### config.mk
export PLATFORM = sky130hd
export DESIGN_NAME = uart_rx_core
export DESIGN_NICKNAME = d
export VERILOG_FILES = /design/src/rtl/uart_pkg.sv /design/src/rtl/sync_2ff.sv /design/src/rtl/uart_rx_core.sv
export SDC_FILE = /design/constraint.sdc
export NUM_CORES = 1
export LEC_CHECK = 0
export BUFFER_PORTS_ARGS = -buffer_cell sky130_fd_sc_hd__buf_2
export CAP_MARGIN = 10
export CORE_ASPECT_RATIO = 0.75
export CORE_MARGIN = 1.5
export CORE_UTILIZATION = 40
export CTS_CLUSTER_SIZE = 8
export DETAILED_ROUTE_END_ITERATION = 7
export MAX_ROUTING_LAYER = met4
export PLACE_DENSITY = 0.57
export RECOVER_POWER = 100
export SLEW_MARGIN = 40
export SYNTH_ARGS = -nofsm -noshare
export SYNTH_HDL_FRONTEND = slang
export SYNTH_HIERARCHICAL = 1
export SYNTH_SLANG_ARGS = --single-unit
### constraint.sdc
create_clock -name clk -period 2.5 [get_ports clk]
set_input_delay 0.5 -clock clk [delete_from_list [all_inputs] [get_ports clk]]
set_output_delay 0.5 -clock clk [all_outputs]
set_load 0.02 [all_outputs]
### src/rtl/uart_pkg.sv
// rtl/uart_pkg.sv - shared state type and counter sizing for the UART receiver
package uart_pkg;

   typedef enum logic [1:0] {IDLE, START, DATA, STOP} uart_rx_state_t;

   function automatic int cnt_width(input int half);
      return $clog2(2 * half);
   endfunction

endpackage

### src/rtl/sync_2ff.sv
// rtl/sync_2ff.sv - reset-to-1 double flop synchroniser for the idle-high serial line
module sync_2ff (
   input  logic clk,
   input  logic rstn,
   input  logic d_i,
   output logic q_o
);

   logic meta_q;
   logic sync_q;

   always_ff @(posedge clk or negedge rstn) begin
      if (!rstn) begin
         meta_q <= 1'b1;
         sync_q <= 1'b1;
      end else begin
         meta_q <= d_i;
         sync_q <= meta_q;
      end
   end

   assign q_o = sync_q;

endmodule

### src/rtl/uart_rx_core.sv
// rtl/uart_rx_core.sv - 8N1 UART receiver with framing error flag
// Optional UART_RX_MAJORITY_EN: 2-of-3 majority sampling around each bit centre.
module uart_rx_core
   import uart_pkg::*;
#(
   parameter int CLK_PER_HALF_BIT = 30
) (
   output logic [7:0] rdata,
   output logic       rdata_ready,
   output logic       ferr,
   input  logic       rxd,
   input  logic       clk,
   input  logic       rstn
);

   localparam int CW = cnt_width(CLK_PER_HALF_BIT);
   localparam logic [CW-1:0] HALF_LOAD = CW'(CLK_PER_HALF_BIT - 1);

   uart_rx_state_t state_q;
   logic [CW-1:0]  cnt_q;
   logic [2:0]     bitidx_q;
   logic [7:0]     shreg_q;
   logic [7:0]     rdata_q;
   logic           ferr_q;
   logic           ready_q;
   logic           rxd_s;
   logic           sample_now;
   logic           sample_val;

   sync_2ff u_sync (
      .clk  (clk),
      .rstn (rstn),
      .d_i  (rxd),
      .q_o  (rxd_s)
   );

`ifdef UART_RX_MAJORITY_EN
   // Decision lands one clock after cnt==0, so the reload is one shorter.
   localparam logic [CW-1:0] BIT_LOAD = CW'(2 * CLK_PER_HALF_BIT - 2);
   logic s1_q;
   logic s2_q;
   logic pend_q;

   always_comb begin
      sample_now = pend_q;
      sample_val = (s1_q & s2_q) | (s1_q & rxd_s) | (s2_q & rxd_s);
   end
`else
   localparam logic [CW-1:0] BIT_LOAD = CW'(2 * CLK_PER_HALF_BIT - 1);

   always_comb begin
      sample_now = (cnt_q == '0);
      sample_val = rxd_s;
   end
`endif

   always_ff @(posedge clk or negedge rstn) begin
      if (!rstn) begin
         state_q  <= IDLE;
         cnt_q    <= '0;
         bitidx_q <= '0;
         shreg_q  <= '0;
         rdata_q  <= '0;
         ferr_q   <= 1'b0;
         ready_q  <= 1'b0;
`ifdef UART_RX_MAJORITY_EN
         s1_q     <= 1'b1;
         s2_q     <= 1'b1;
         pend_q   <= 1'b0;
`endif
      end else begin
         ready_q <= 1'b0;
         case (state_q)
            IDLE: begin
               if (!rxd_s) begin
                  cnt_q   <= HALF_LOAD;
                  state_q <= START;
               end
            end
            default: begin
`ifdef UART_RX_MAJORITY_EN
               if (cnt_q == CW'(1)) s1_q <= rxd_s;
               if (cnt_q == '0 && !pend_q) begin
                  s2_q   <= rxd_s;
                  pend_q <= 1'b1;
               end
`endif
               if (sample_now) begin
`ifdef UART_RX_MAJORITY_EN
                  pend_q <= 1'b0;
`endif
                  cnt_q <= BIT_LOAD;
                  case (state_q)
                     START: begin
                        if (sample_val) begin
                           state_q <= IDLE;
                        end else begin
                           bitidx_q <= '0;
                           state_q  <= DATA;
                        end
                     end
                     DATA: begin
                        shreg_q[bitidx_q] <= sample_val;
                        if (bitidx_q == 3'd7) state_q <= STOP;
                        else bitidx_q <= bitidx_q + 3'd1;
                     end
                     default: begin
                        // Back to IDLE at mid-stop so an immediate next start edge is seen.
                        rdata_q <= shreg_q;
                        ferr_q  <= ~sample_val;
                        ready_q <= 1'b1;
                        state_q <= IDLE;
                     end
                  endcase
               end else if (cnt_q != '0) begin
                  cnt_q <= cnt_q - 1'b1;
               end
            end
         endcase
      end
   end

   assign rdata       = rdata_q;
   assign ferr        = ferr_q;
   assign rdata_ready = ready_q;

endmodule

**After elaboration in Yosys (flattened, before gate mapping)**

Cells that the tools add are included.
W data, S select, Z words.

- $add $sub $neg: 2
- Magnitude comparators: 2
- Equal/unequal tests: 7
- Multiplexer cells: 19
- Bitwise logic cells: 3
- Reductions and logical operators: 13

Operators by type and width:

| kind | number |
|---|---|
| $mux W6 | 4 |
| $mux W2 | 5 |
| $reduce_and A3 Y1 | 3 |
| $bwmux W8 | 1 |
| $logic_not A6 Y1 | 1 |
| $mux W3 | 2 |
| $ne A2 B2 Y1 const B | 3 |
| $pmux W3 S2 | 1 |
| $reduce_bool A6 Y1 | 1 |
| $sub A6 B1 Y6 const B | 1 |
| $reduce_and A5 Y1 | 1 |
| $lt A3 B4 Y1 const B | 1 |
| $mux W1 | 4 |
| $pmux W2 S2 | 1 |
| $reduce_bool A2 Y1 | 2 |
| $add A3 B1 Y3 const B | 1 |
| $demux W1 S3 | 1 |
| $eq A3 B3 Y1 const B | 1 |
| $ge A3 B1 Y1 const B | 1 |
| $ne A3 B3 Y1 const B | 1 |
| $not A1 Y1 | 3 |
| $reduce_bool A3 Y1 | 1 |
| $eq A2 B1 Y1 const B | 1 |
| $eq A2 B2 Y1 const B | 1 |
| 4 further kinds | 4 |

- Register bits after elaboration: 31
- Input port bits: 3
- Logic and storage cells: 55

**Logic depth before layout (Yosys ltp)**

Gate-level depths: netlist of the first run.

- Word-level depth: 5
- Gate-level depth with buffers: 6

**Cells and area by module**

Netlist of the first run, hierarchy kept.

Modules (own cells, without submodules):

| module | times used | cells an instance | area an instance (µm²) | seq. area each (µm²) |
|---|---|---|---|---|
| uart_rx_core | 1 | 127 | 1,492.7 | 725.7 |
| sync_2ff | 1 | 2 | 52.6 | 52.6 |

**Least setup slack after synthesis of the first run**

OpenSTA, ideal clock, no wires.

- Path type: reg2reg
- Start point: reg cnt_q[2]
- End point: reg shreg_q[2]
- Arrival time: 1.724 ns
- Data required time: 2.372 ns
- Setup slack: 0.649 ns
- Stages on the path, launching flop included: 6
- Buffers on the path: 2
- Cells stage by stage: dfrtp_1 buf_6 or4_4 buf_6 nor4_1 mux2_1

- Word-level cells in the longest chain between the ends: 2

RTL lines:

| item | line | text |
|---|---|---|
| from (decl) | uart_rx_core.sv:20 | `logic [CW-1:0] cnt_q;` |
| from (signal assigned) | uart_rx_core.sv:116 | `cnt_q <= cnt_q - 1'b1;` |
| $logic_not A6 Y1 | uart_rx_core.sv:52 | `sample_now = (cnt_q == '0);` |
| $reduce_and A3 Y1 (no source line) | -- |  |
| to (signal, indexed assignment) | uart_rx_core.sv:103 | `shreg_q[bitidx_q] <= sample_val;` |
| to (decl) | uart_rx_core.sv:22 | `logic [7:0] shreg_q;` |

No other way between the ends.
A chain may end at the register's enable or synchronous reset.

**Worst setup path in the final report of the first run**

- Start point: reg cnt_q[0]
- End point: reg shreg_q[2]

Same word-level chain as after synthesis.

==> results of run 1 <==
## synth_stat cells (2+ instances only)
cell / number / share of area, %
sky130_fd_sc_hd__a211oi_1: 3 / 1.5
sky130_fd_sc_hd__a21oi_1: 2 / 0.65
sky130_fd_sc_hd__a311oi_1: 2 / 1.1
sky130_fd_sc_hd__buf_6: 2 / 1.5
sky130_fd_sc_hd__clkbuf_1: 5 / 1.2
sky130_fd_sc_hd__dfrtp_1: 29 / 47
sky130_fd_sc_hd__dfstp_2: 2 / 3.4
sky130_fd_sc_hd__ha_1: 7 / 5.7
sky130_fd_sc_hd__inv_1: 8 / 1.9
sky130_fd_sc_hd__mux2_1: 3 / 2.2
sky130_fd_sc_hd__mux2_2: 15 / 11
sky130_fd_sc_hd__mux2i_1: 2 / 1.3
sky130_fd_sc_hd__nand2_1: 4 / 0.97
sky130_fd_sc_hd__nand2b_1: 3 / 1.2
sky130_fd_sc_hd__nand3b_1: 2 / 0.97
sky130_fd_sc_hd__nor3_1: 8 / 2.6
sky130_fd_sc_hd__nor3b_1: 4 / 1.9
sky130_fd_sc_hd__nor4_1: 4 / 1.6
sky130_fd_sc_hd__o21a_1: 2 / 0.97
sky130_fd_sc_hd__o21ai_0: 3 / 0.97
## final timing paths
path	start	end
worst max register to register	cnt_q[0]	shreg_q[2]
min in group asynchronous	rstn	state_q[1]
worst min register to register	u_sync/meta_q	u_sync/q_o
worst min-delay path	rxd	u_sync/meta_q
max in group asynchronous	rstn	ferr
worst max-delay path	cnt_q[0]	shreg_q[2]
## metal layers
| layer | up-vias | part of all wire, % | wire [µm] |
|---|---|---|---|
| met4 | 0 | 1.3 | 35 |
| met1 | 505 | 55 | 1500 |
| li1 | 503 | - | - |
| met3 | 5 | 2.4 | 65 |
| met5 | - | 0 | 0 |
| met2 | 10 | 42 | 1150 |
## power by group through the flow
stage	logic, mW	clock network, mW	registers, mW
finish	0.355	0.510	0.650
global route	0.404	0.547	0.657
CTS	0.366	0.516	0.649
detailed placement	0.365	0	0.657
global placement	0.355	0	0.655
floorplan	0.320	0	0.627
## state kept, by name (all words and copies together), names as in the netlist
register	flops
rdata	8
shreg_q	8
cnt_q	6
bitidx_q	3
state_q	2
ferr	1
rdata_ready	1
u_sync/meta_q	1
u_sync/q_o	1
## stage by stage
stage / power (mW) / util, %
2_1_floorplan: 0.947 / -
3_3_place_gp: 1.01 / 44.6
3_5_place_dp: 1.02 / 44.6
4_1_cts: 1.53 / 47.8
5_1_grt: 1.61 / 47.0
6_report: 1.51 / 47.0
## area by class of cell
type | count | area [µm²] | share of cell area [%]
clock inverter | 2 | 35.0 | 2.02
sequential | 31 | 778 | 44.9
multi-input combinational | 83 | 684 | 39.5
timing repair buffer | 14 | 57.6 | 3.32
clock buffer | 6 | 82.6 | 4.77
tap | 52 | 65.1 | 3.75
inverter | 8 | 30.0 | 1.73
## worst max-delay path: stages (launching register included)
cell and delay, ps:
sky130_fd_sc_hd__dfrtp_1 410, sky130_fd_sc_hd__inv_1 110, sky130_fd_sc_hd__ha_1 410, sky130_fd_sc_hd__nand3b_1 230, sky130_fd_sc_hd__nor4_1 410, sky130_fd_sc_hd__mux2_1 360
## kinds of logic after synthesis
logic type / after synthesis
flip-flops: 31
AO/OA/AOI/OAI: 19
adder cells (fa/ha/maj): 7
AND/OR/NAND/NOR: 36
multiplexers: 20
buffers and inverters: 15
XOR/XNOR: 1
==> flow_results.xml, run 1 <==
<?xml version="1.0" encoding="UTF-8"?>
<metrics>
  <group name="place">
    <metric name="place.port_buffers" unit="">12</metric>
    <metric name="routabilityCongestion" unit="">0.775</metric>
    <metric name="place_hpwl" unit="mm">1.90</metric>
    <metric name="place_area" unit="µm²">1640</metric>
    <metric name="dp.cells" unit="">188</metric>
    <metric name="setup_slack_at_placement" unit="ps">460</metric>
  </group>
  <group name="timing">
    <metric name="rsz0062_at_grt" unit="">false</metric>
    <metric name="hold_slack" unit="ps">312</metric>
    <metric name="worst-slew-pin-transition" unit="ps">1640</metric>
    <metric name="final.setup_skew" unit="ps">8.01</metric>
    <metric name="report.final.setup_viol" unit="">0</metric>
    <metric name="layout_worst_path_cycle_share" unit="%">81.6</metric>
    <metric name="timing_hold_violations_final" unit="">0</metric>
    <metric name="layout_setup_ws" unit="ps">459</metric>
    <metric name="max_slew_margin" unit="%">-9.05</metric>
    <metric name="finalMaxSlewViolations" unit="">32</metric>
    <metric name="final.setup.tns" unit="ps">0</metric>
    <metric name="max_clock_freq" unit="MHz">490</metric>
    <metric name="min_cycle_time_layout" unit="ps">2040</metric>
  </group>
  <group name="layout">
    <metric name="most-common-layout-cells" unit="">29 x sky130_fd_sc_hd__dfrtp_1, 15 x sky130_fd_sc_hd__mux2_2, 12 x sky130_fd_sc_hd__clkbuf_1</metric>
    <metric name="insertedDiodeCount" unit="">0</metric>
    <metric name="design_area" unit="µm²">1730</metric>
    <metric name="final-instance-count-excl-fill" unit="">196</metric>
    <metric name="fill_cells" unit="">350</metric>
    <metric name="area_growth_syn_to_layout" unit="%">12.1</metric>
    <metric name="layout.cells.most_common" unit="">sky130_fd_sc_hd__dfrtp_1</metric>
    <metric name="layout.nets" unit="">153</metric>
    <metric name="final_layout_size_suffix_gt1_share" unit="%">20.1</metric>
  </group>
  <group name="floorplan">
    <metric name="floorplan.initialDensity" unit="%">41.9</metric>
    <metric name="core_region_area" unit="µm²">3680</metric>
    <metric name="design.portCount" unit="">13</metric>
    <metric name="core_rows" unit="">19</metric>
    <metric name="die_outline_area" unit="µm²">4250</metric>
    <metric name="die_height" unit="µm">56.8</metric>
    <metric name="die-width" unit="µm">74.8</metric>
  </group>
  <group name="pwr">
    <metric name="powerDensity" unit="nW/µm²">874</metric>
    <metric name="power_leakage" unit="nW">0.776</metric>
    <metric name="power.share.sequential" unit="%">42.9</metric>
    <metric name="worst_ir_drop_vdd" unit="mV">0.464</metric>
    <metric name="comb_power_share" unit="%">23.4</metric>
    <metric name="sw_frac_of_total" unit="%">31.4</metric>
    <metric name="power.share.clock" unit="%">33.7</metric>
    <metric name="intPower" unit="mW">1.04</metric>
    <metric name="switchingPower" unit="µW">476</metric>
  </group>
  <group name="yosys">
    <metric name="synth.mux.area_fraction" unit="%">14.4</metric>
    <metric name="post_synth_and_or_nand_nor_area_fraction" unit="%">15.4</metric>
    <metric name="post_synth_instance_area" unit="µm²">1550</metric>
    <metric name="synth.yosys.seq_area_share" unit="%">50.4</metric>
    <metric name="synth_area_per_cell" unit="µm²">12.0</metric>
    <metric name="ys_dominant_reg_cell" unit="">sky130_fd_sc_hd__dfrtp_1</metric>
    <metric name="yosys.cell_types.count" unit="">39</metric>
    <metric name="synth_compound_area_share" unit="%">8.99</metric>
    <metric name="synth_xor_area_share" unit="%">0.567</metric>
    <metric name="async_flop_share" unit="%">100</metric>
    <metric name="synthAdderAreaFrac" unit="%">5.67</metric>
    <metric name="postSynthCellCount" unit="">129</metric>
    <metric name="synth-warning-count" unit="">6</metric>
    <metric name="main_combinational_cell_family_by_area_after_synthesis" unit="">simple AND/OR/NAND/NOR gates</metric>
    <metric name="synth_enable_flop_cells" unit="">0</metric>
    <metric name="mapped_nets" unit="">139</metric>
    <metric name="synth_seq_cells" unit="">31</metric>
  </group>
  <group name="grt">
    <metric name="grt_overflow" unit="">0</metric>
    <metric name="grt.total_usage" unit="%">15.7</metric>
    <metric name="met2_usage" unit="%">19.3</metric>
    <metric name="grt_first_pass_wirelength" unit="mm">4.71</metric>
    <metric name="grt_max_degree" unit="">32</metric>
    <metric name="vias_in_the_first_global_route" unit="">977</metric>
    <metric name="grt_use_met3" unit="%">5.39</metric>
    <metric name="busiest_layer" unit="">met1</metric>
    <metric name="grt_antenna_before_repair" unit="">0</metric>
    <metric name="global_route.usage.met1" unit="%">22.9</metric>
  </group>
  <group name="setup_path">
    <metric name="criticalPathCategory" unit="">reg2reg</metric>
    <metric name="reg2reg_slack" unit="ps">460</metric>
    <metric name="highest_fanout_seen_on_the_critical_path" unit="">13</metric>
    <metric name="critical_path_arrival" unit="ps">2210</metric>
    <metric name="crit_path_start_kind" unit="">register</metric>
    <metric name="critPathRequiredTime" unit="ps">2670</metric>
    <metric name="worst-r2r-cell-count" unit="">5</metric>
    <metric name="crit_path_end_kind" unit="">register</metric>
  </group>
  <group name="cts">
    <metric name="cts_root_buffer" unit="">sky130_fd_sc_hd__clkbuf_8</metric>
    <metric name="postCtsSetupRepairBufs" unit="">0</metric>
    <metric name="cts_max_path_buffers" unit="">2</metric>
    <metric name="worst_skew_pair.late_latency" unit="ps">280</metric>
    <metric name="cts_tree" unit="">done</metric>
    <metric name="holdBufCountCts" unit="">0</metric>
    <metric name="clkSinkCount" unit="">31</metric>
    <metric name="tritoncts.num_buffers" unit="">5</metric>
    <metric name="cts.htree.levels" unit="">2</metric>
    <metric name="cts.repair.resized" unit="">0</metric>
    <metric name="cts.reportedPaths.clkPinSlew" unit="ps">70</metric>
  </group>
  <group name="route">
    <metric name="detail_route.wirelength" unit="mm">2.74</metric>
    <metric name="vias" unit="">1023</metric>
    <metric name="post-route-drc-count" unit="">0</metric>
    <metric name="detail_route.vias_per_cell" unit="">5.22</metric>
    <metric name="wire_per_inst" unit="µm">14.0</metric>
    <metric name="dr.pass1.iters" unit="">4</metric>
    <metric name="antenna_left" unit="">0</metric>
    <metric name="drt_iter0_markers" unit="">32</metric>
  </group>
  <group name="status">
    <metric name="violations" unit="">max-capacitance violations, max-slew violations</metric>
    <metric name="outcome" unit="">finished, violations left</metric>
  </group>
  <group name="worst_hold_path">
    <metric name="min-delay-path-class" unit="">in2reg</metric>
    <metric name="hold_path_depth" unit="">1</metric>
  </group>
  <group name="job">
    <metric name="max_cap_violations" unit="">1</metric>
  </group>
</metrics>
Note: power is estimated with default switching activity, not from simulation.
==> inputs of run 2 (changes only) <==
ABC_AREA = 1   (was default)
clock period = 2.1 ns   (was 2.5 ns; I/O delays follow)
==> run 2 against run 1 <==
  * The run still ends with max-capacitance violations, max-slew violations left
  * Flip-flop and latch count stayed put
  * Clock power is 1% higher
  * First-iteration DRC count is 22% higher
  * Critical path type unchanged
  * Critical endpoint is now rdata[2]
  * Largest power group unchanged
==> flow_results.xml, run 2 <==
<?xml version="1.0" encoding="UTF-8"?>
<metrics>
  <group name="cts">
    <metric name="cts.repair.resized" unit="">0</metric>
    <metric name="clkSinkCount" unit="">31</metric>
    <metric name="cts_tree" unit="">done</metric>
    <metric name="postCtsSetupRepairBufs" unit="">0</metric>
    <metric name="holdBufCountCts" unit="">0</metric>
    <metric name="cts_root_buffer" unit="">sky130_fd_sc_hd__clkbuf_8</metric>
    <metric name="cts_max_path_buffers" unit="">2</metric>
    <metric name="tritoncts.num_buffers" unit="">5</metric>
    <metric name="cts.reportedPaths.clkPinSlew" unit="ps">60</metric>
    <metric name="worst_skew_pair.late_latency" unit="ps">280</metric>
    <metric name="cts.htree.levels" unit="">2</metric>
  </group>
  <group name="yosys">
    <metric name="netlist.area_leader.share" unit="%">45.5</metric>
    <metric name="synthTopCellsByArea" unit="">sky130_fd_sc_hd__dfrtp_1 46%, sky130_fd_sc_hd__nand2_1 13%, sky130_fd_sc_hd__ha_1 5.5%</metric>
    <metric name="postSynthCellCount" unit="">181</metric>
    <metric name="yosys.cell_types.count" unit="">24</metric>
    <metric name="post_synth_instance_area" unit="µm²">1590</metric>
    <metric name="synth_area_per_cell" unit="µm²">8.81</metric>
    <metric name="synth.yosys.seq_area_share" unit="%">48.8</metric>
    <metric name="synth_seq_cells" unit="">31</metric>
    <metric name="synth_top_cell_by_area" unit="">sky130_fd_sc_hd__dfrtp_1</metric>
    <metric name="async_flop_share" unit="%">100</metric>
    <metric name="most_used_standard_cell_by_instance_count_after_synthesis" unit="">sky130_fd_sc_hd__nand2_1</metric>
    <metric name="synth_enable_flop_cells" unit="">0</metric>
    <metric name="synth_common_cells" unit="">55 x sky130_fd_sc_hd__nand2_1, 29 x sky130_fd_sc_hd__dfrtp_1, 14 x sky130_fd_sc_hd__nor2_1, 13 x sky130_fd_sc_hd__inv_1, 12 x sky130_fd_sc_hd__nand3_1</metric>
    <metric name="ys_dominant_reg_cell" unit="">sky130_fd_sc_hd__dfrtp_1</metric>
    <metric name="mapped_nets" unit="">191</metric>
    <metric name="synth-warning-count" unit="">6</metric>
  </group>
  <group name="route">
    <metric name="detail_route.wirelength" unit="mm">2.97</metric>
    <metric name="post-route-drc-count" unit="">0</metric>
    <metric name="met3RoutedLength" unit="µm">112</metric>
    <metric name="met2_length" unit="mm">1.29</metric>
    <metric name="wire_per_inst" unit="µm">11.8</metric>
    <metric name="wl_met1" unit="mm">1.51</metric>
    <metric name="antenna_left" unit="">0</metric>
    <metric name="drt_iter0_markers" unit="">39</metric>
    <metric name="top_layer" unit="">met4</metric>
    <metric name="vias" unit="">1220</metric>
    <metric name="detail_route.vias_per_cell" unit="">4.86</metric>
    <metric name="dr.pass1.iters" unit="">4</metric>
  </group>
  <group name="place">
    <metric name="place.port_buffers" unit="">12</metric>
    <metric name="place_hpwl" unit="mm">2.17</metric>
    <metric name="routabilityCongestion" unit="">0.847</metric>
  </group>
  <group name="floorplan">
    <metric name="die-width" unit="µm">75.9</metric>
    <metric name="die_outline_area" unit="µm²">4380</metric>
    <metric name="die_height" unit="µm">57.7</metric>
    <metric name="core_region_area" unit="µm²">3730</metric>
    <metric name="core_rows" unit="">19</metric>
    <metric name="design.portCount" unit="">13</metric>
    <metric name="floorplan.initialDensity" unit="%">42.7</metric>
  </group>
  <group name="timing">
    <metric name="max_clock_freq" unit="MHz">570</metric>
    <metric name="finalMaxSlewViolations" unit="">32</metric>
    <metric name="report.final.setup_viol" unit="">0</metric>
    <metric name="final.setup_skew" unit="ps">5.26</metric>
    <metric name="final.setup.tns" unit="ps">0</metric>
    <metric name="rsz0062_at_grt" unit="">false</metric>
    <metric name="max_slew_margin" unit="%">-6.99</metric>
    <metric name="layout_worst_path_cycle_share" unit="%">83.5</metric>
    <metric name="worst-slew-pin-transition" unit="ps">1600</metric>
    <metric name="min_cycle_time_layout" unit="ps">1750</metric>
    <metric name="timing_hold_violations_final" unit="">0</metric>
  </group>
  <group name="grt">
    <metric name="grt_antenna_before_repair" unit="">0</metric>
    <metric name="grt_first_pass_wirelength" unit="mm">5.13</metric>
    <metric name="grt_overflow" unit="">0</metric>
    <metric name="vias_in_the_first_global_route" unit="">1148</metric>
    <metric name="grt_max_degree" unit="">32</metric>
    <metric name="grt.total_usage" unit="%">16.6</metric>
  </group>
  <group name="setup_path">
    <metric name="crit_path_start_kind" unit="">register</metric>
    <metric name="criticalPathCategory" unit="">reg2reg</metric>
    <metric name="critical_path_arrival" unit="ps">1980</metric>
    <metric name="highest_fanout_seen_on_the_critical_path" unit="">16</metric>
    <metric name="reg2reg_from" unit="">cnt_q[0]</metric>
    <metric name="critPathRequiredTime" unit="ps">2320</metric>
    <metric name="crit_path_end_kind" unit="">register</metric>
    <metric name="crit_start" unit="">cnt_q[0]</metric>
  </group>
  <group name="pwr">
    <metric name="powerDensity" unit="nW/µm²">1040</metric>
    <metric name="power_leakage" unit="nW">0.861</metric>
    <metric name="worst_ir_drop_vdd" unit="mV">0.611</metric>
  </group>
  <group name="status">
    <metric name="outcome" unit="">finished, violations left</metric>
    <metric name="violations" unit="">max-capacitance violations, max-slew violations</metric>
  </group>
  <group name="layout">
    <metric name="insertedDiodeCount" unit="">0</metric>
    <metric name="final_util" unit="%">46.2</metric>
    <metric name="area_growth_syn_to_layout" unit="%">8.08</metric>
    <metric name="layout.nets" unit="">208</metric>
    <metric name="layout.cells.most_common" unit="">sky130_fd_sc_hd__nand2_1</metric>
    <metric name="final_layout_size_suffix_gt1_share" unit="%">9.05</metric>
    <metric name="most-common-layout-cells" unit="">58 x sky130_fd_sc_hd__nand2_1, 29 x sky130_fd_sc_hd__dfrtp_1, 20 x sky130_fd_sc_hd__nand3_1</metric>
  </group>
  <group name="worst_hold_path">
    <metric name="min-delay-path-class" unit="">in2reg</metric>
    <metric name="worstHoldStart" unit="">rxd</metric>
  </group>
  <group name="job">
    <metric name="max_cap_violations" unit="">1</metric>
  </group>
</metrics>
==> run 2: kinds of logic (layout without fill, tap and decap cells) <==
group	count (synthesis)	in the layout	synth area share [%]
and+or+nand+nor	102	102	31.9
DFF	31	31	48.8
AOI/OAI and AO/OA	22	22	7.93
buffers and inverters	18	36	5.26
adders and majority gates	7	7	5.49
xor gates and xnor gates	1	1	0.550
==> run 2: per-layer routing <==
metal  vias to the layer above  global-route usage (%)
li1                        619                       -
met4                         0                    9.18
met5                         -                       -
met3                         7                    4.70
met2                        30                    23.1
met1                       564                    21.6
==> run 2: cell type report <==
class / instances / area [µm²]
inverters: 15 / 56.3
fillers: 384 / 2010
well taps: 52 / 65.1
flip-flops and latches: 31 / 778
multi-input cells: 132 / 673
repair buffers: 13 / 50.0
clock buffers: 8 / 100
==> run 2: worst max-delay path, stage by stage, from the launching register on <==
cell	delay (ps)
sky130_fd_sc_hd__dfrtp_1	390
sky130_fd_sc_hd__inv_1	120
sky130_fd_sc_hd__ha_1	240
sky130_fd_sc_hd__nand2_1	130
sky130_fd_sc_hd__nor2_4	380
sky130_fd_sc_hd__clkbuf_1	240
sky130_fd_sc_hd__nand3_1	100
sky130_fd_sc_hd__nand2_1	90
==> run 2: final timing paths <==
kind	end	slack, ps	cells after the start
min in group asynchronous	cnt_q[0]	530	1
worst min register to register	u_sync/q_o	360	0
worst min-delay path	u_sync/meta_q	230	1
worst max register to register	rdata[2]	350	7
max in group asynchronous	shreg_q[5]	630	1
worst max-delay path	rdata[2]	350	7
==> run 2: per-stage QoR <==
step	total power, mW	hold WS [ps]	std cells	area, µm²	worst slack, ps
2_1_floorplan	1.18	124	181	1590	668
3_3_place_gp	1.29	348	243	1700	442
3_5_place_dp	1.30	350	243	1700	373
4_1_cts	1.83	195	251	1800	351
5_1_grt	1.92	223	251	1720	167
6_report	1.79	234	251	1720	346
==> run 2: power breakdown <==
part | internal, mW | leakage, nW | switching [mW]
sequential | 0.666 | 0.409 | 0.0633
combinational | 0.172 | 0.401 | 0.370
clock | 0.299 | 0.0515 | 0.217
total | 1.14 | 0.861 | 0.650
==> inputs of run 3 (changes only) <==
PLACE_DENSITY = 0.59   (was 0.57)
clock period = 1.47 ns   (was 2.1 ns; I/O delays follow)
==> run 3 against run 2 <==
  * The flow now finishes without violations
  * Global-route usage shrank 0.050 points
  * Combinational power grew 96%
  * Final cell count grew 6.4%
  * Flip-flop and latch count is the same
  * Power grew 66%
  * First-iteration DRC count grew 87%
  * Sequential power grew 41%
  * Die area is the same
  * Largest cell class unchanged
==> flow_results.xml, run 3 (synthesis gave the netlist of run 2 again) <==
<?xml version="1.0" encoding="UTF-8"?>
<metrics>
  <group name="layout">
    <metric name="multiInputGateArea" unit="µm²">718</metric>
    <metric name="most-common-layout-cells" unit="">54 x sky130_fd_sc_hd__nand2_1, 29 x sky130_fd_sc_hd__dfrtp_1, 18 x sky130_fd_sc_hd__nand3_1</metric>
    <metric name="layout.cells.most_common" unit="">sky130_fd_sc_hd__nand2_1</metric>
    <metric name="final_layout_size_suffix_gt1_share" unit="%">24.2</metric>
    <metric name="seq_area" unit="µm²">778</metric>
    <metric name="insertedDiodeCount" unit="">0</metric>
    <metric name="fill_cells" unit="">356</metric>
    <metric name="area_growth_syn_to_layout" unit="%">21.0</metric>
    <metric name="layout.nets" unit="">224</metric>
  </group>
  <group name="cts">
    <metric name="cts_root_buffer" unit="">sky130_fd_sc_hd__clkbuf_8</metric>
    <metric name="tritoncts.num_buffers" unit="">5</metric>
    <metric name="cts_tree" unit="">done</metric>
    <metric name="cts.reportedPaths.clkPinSlew" unit="ps">70</metric>
    <metric name="cts.htree.levels" unit="">2</metric>
    <metric name="worst_skew_pair.late_latency" unit="ps">270</metric>
    <metric name="cts_max_path_buffers" unit="">2</metric>
    <metric name="clkSinkCount" unit="">31</metric>
  </group>
  <group name="timing">
    <metric name="report.final.setup_viol" unit="">0</metric>
    <metric name="max_slew_margin" unit="%">45.9</metric>
    <metric name="final.setup_skew" unit="ps">6.22</metric>
    <metric name="hold_slack" unit="ps">117</metric>
    <metric name="worst-slew-pin-transition" unit="ps">811</metric>
    <metric name="final.setup.tns" unit="ps">0</metric>
    <metric name="layout_worst_path_cycle_share" unit="%">95.3</metric>
    <metric name="timing_hold_violations_final" unit="">0</metric>
    <metric name="min_cycle_time_layout" unit="ps">1400</metric>
    <metric name="layout_setup_ws" unit="ps">68.7</metric>
    <metric name="max_clock_freq" unit="MHz">714</metric>
    <metric name="rsz0062_at_grt" unit="">true</metric>
    <metric name="finalMaxSlewViolations" unit="">0</metric>
  </group>
  <group name="grt">
    <metric name="grt_overflow" unit="">0</metric>
    <metric name="grt.total_usage" unit="%">16.5</metric>
    <metric name="grt_antenna_before_repair" unit="">0</metric>
    <metric name="vias_in_the_first_global_route" unit="">1175</metric>
    <metric name="grt_max_degree" unit="">32</metric>
    <metric name="grt_first_pass_wirelength" unit="mm">5.32</metric>
  </group>
  <group name="route">
    <metric name="detail_route.vias_per_cell" unit="">4.74</metric>
    <metric name="detail_route.wirelength" unit="mm">3.26</metric>
    <metric name="drt_iter0_markers" unit="">73</metric>
    <metric name="post-route-drc-count" unit="">0</metric>
    <metric name="dr.pass1.iters" unit="">4</metric>
    <metric name="wire_per_inst" unit="µm">12.2</metric>
    <metric name="antenna_left" unit="">0</metric>
    <metric name="vias" unit="">1266</metric>
  </group>
  <group name="place">
    <metric name="setup_slack_at_placement" unit="ps">1.86</metric>
    <metric name="place.port_buffers" unit="">12</metric>
    <metric name="routabilityCongestion" unit="">0.815</metric>
    <metric name="place_hpwl" unit="mm">2.17</metric>
  </group>
  <group name="floorplan">
    <metric name="die-width" unit="µm">75.9</metric>
    <metric name="design.portCount" unit="">13</metric>
    <metric name="core_region_area" unit="µm²">3730</metric>
    <metric name="die_outline_area" unit="µm²">4380</metric>
    <metric name="core_rows" unit="">19</metric>
    <metric name="die_height" unit="µm">57.7</metric>
    <metric name="floorplan.initialDensity" unit="%">42.7</metric>
  </group>
  <group name="setup_path">
    <metric name="crit_path_cell_trace" unit="">inv_1 -&gt; ha_1 -&gt; nand2_2 -&gt; nor2_4 -&gt; buf_4 -&gt; clkbuf_8 -&gt; a21oi_1 -&gt; nand3_1</metric>
    <metric name="worst_path_largest_cell_delay" unit="ps">360</metric>
    <metric name="crit_path_start_kind" unit="">register</metric>
    <metric name="critPathRequiredTime" unit="ps">1630</metric>
    <metric name="slowest_stage" unit="">sky130_fd_sc_hd__dfrtp_1</metric>
    <metric name="critical_path_arrival" unit="ps">1560</metric>
    <metric name="criticalPathCategory" unit="">reg2reg</metric>
    <metric name="crit_path_end_kind" unit="">register</metric>
    <metric name="highest_fanout_seen_on_the_critical_path" unit="">10</metric>
  </group>
  <group name="pwr">
    <metric name="worst_ir_drop_vdd" unit="mV">0.938</metric>
    <metric name="powerDensity" unit="nW/µm²">1530</metric>
    <metric name="power_leakage" unit="nW">0.957</metric>
  </group>
  <group name="status">
    <metric name="outcome" unit="">completed</metric>
  </group>
  <group name="job">
    <metric name="max_cap_violations" unit="">0</metric>
  </group>
  <group name="worst_hold_path">
    <metric name="min-delay-path-class" unit="">in2reg</metric>
  </group>
</metrics>
-- run 3: cell types whose count changed in the layout (fill, tap and decap cells not counted), moves of 2 or more --
cell	previous run	this run
sky130_fd_sc_hd__ha_2	0	4
sky130_fd_sc_hd__o21ai_0	9	6
sky130_fd_sc_hd__ha_1	7	3
sky130_fd_sc_hd__inv_2	1	3
sky130_fd_sc_hd__nand2_1	58	54
sky130_fd_sc_hd__o21ai_2	1	4
sky130_fd_sc_hd__nand2_2	1	5
sky130_fd_sc_hd__nand3_2	0	2
sky130_fd_sc_hd__inv_1	14	12
sky130_fd_sc_hd__nand3_1	20	18
sky130_fd_sc_hd__buf_4	0	13
sky130_fd_sc_hd__clkbuf_1	13	10
-- run 3: per-layer routing --
layer	global-route usage, %	up-vias	wire length (µm)
li1	-	653	-
met1	23.9	585	1680
met3	4.70	2	161
met2	23.4	26	1410
met4	3.06	0	13
met5	-	-	0
-- run 3: worst paths after layout --
kind                                     from             to  slack, ps  cells after the start
max in group asynchronous                rstn       rdata[1]        230                      3
worst max register to register       cnt_q[0]       cnt_q[3]         70                      8
worst min-delay path                      rxd  u_sync/meta_q        120                      1
min in group asynchronous                rstn       cnt_q[5]        720                      3
worst max-delay path                 cnt_q[0]       cnt_q[3]         70                      8
worst min register to register  u_sync/meta_q     u_sync/q_o        360                      0
-- run 3: area by class of cell --
class | instances | area share, %
inverter | 15 | 2.92
timing repair buffer | 29 | 10.1
sequential | 31 | 40.3
multi-input combinational | 132 | 37.2
clock inverter | 2 | 1.82
clock buffer | 6 | 4.28
tap | 52 | 3.37
-- run 3: timing repair --
item | CTS | global route
cloned | 0 | 1
endpoints found under the hold margin | 29 | 0
gates resized for setup | 1 | 6
pin swaps | 0 | 3
hold buffers | 1 | 0
setup buffers | 0 | 2
setup endpoints to repair | 3 | 22
-- run 3: metrics by stage --
stage | instances | util, % | total power, mW | area (µm²)
3_5_place_dp | 255 | 48.6 | 2.08 | 1810
6_report | 267 | 51.7 | 2.96 | 1930
3_3_place_gp | 255 | 48.6 | 2.05 | 1810
5_1_grt | 267 | 51.7 | 3.16 | 1930
4_1_cts | 264 | 52.1 | 2.97 | 1950
2_1_floorplan | 181 | - | 1.68 | 1590
-- run 3: worst max-delay path: cells and delay by family, from the launching register on --
kind	cells	cell delay, ps
compound gates	1	130
fa+ha+maj	1	210
flops	1	360
simple gates	3	240
buf+inv	3	340
-- run 3: report_power, final --
part           internal (mW)  switching (mW)
combinational          0.450           0.611
clock                  0.548           0.319
sequential             0.951          0.0813
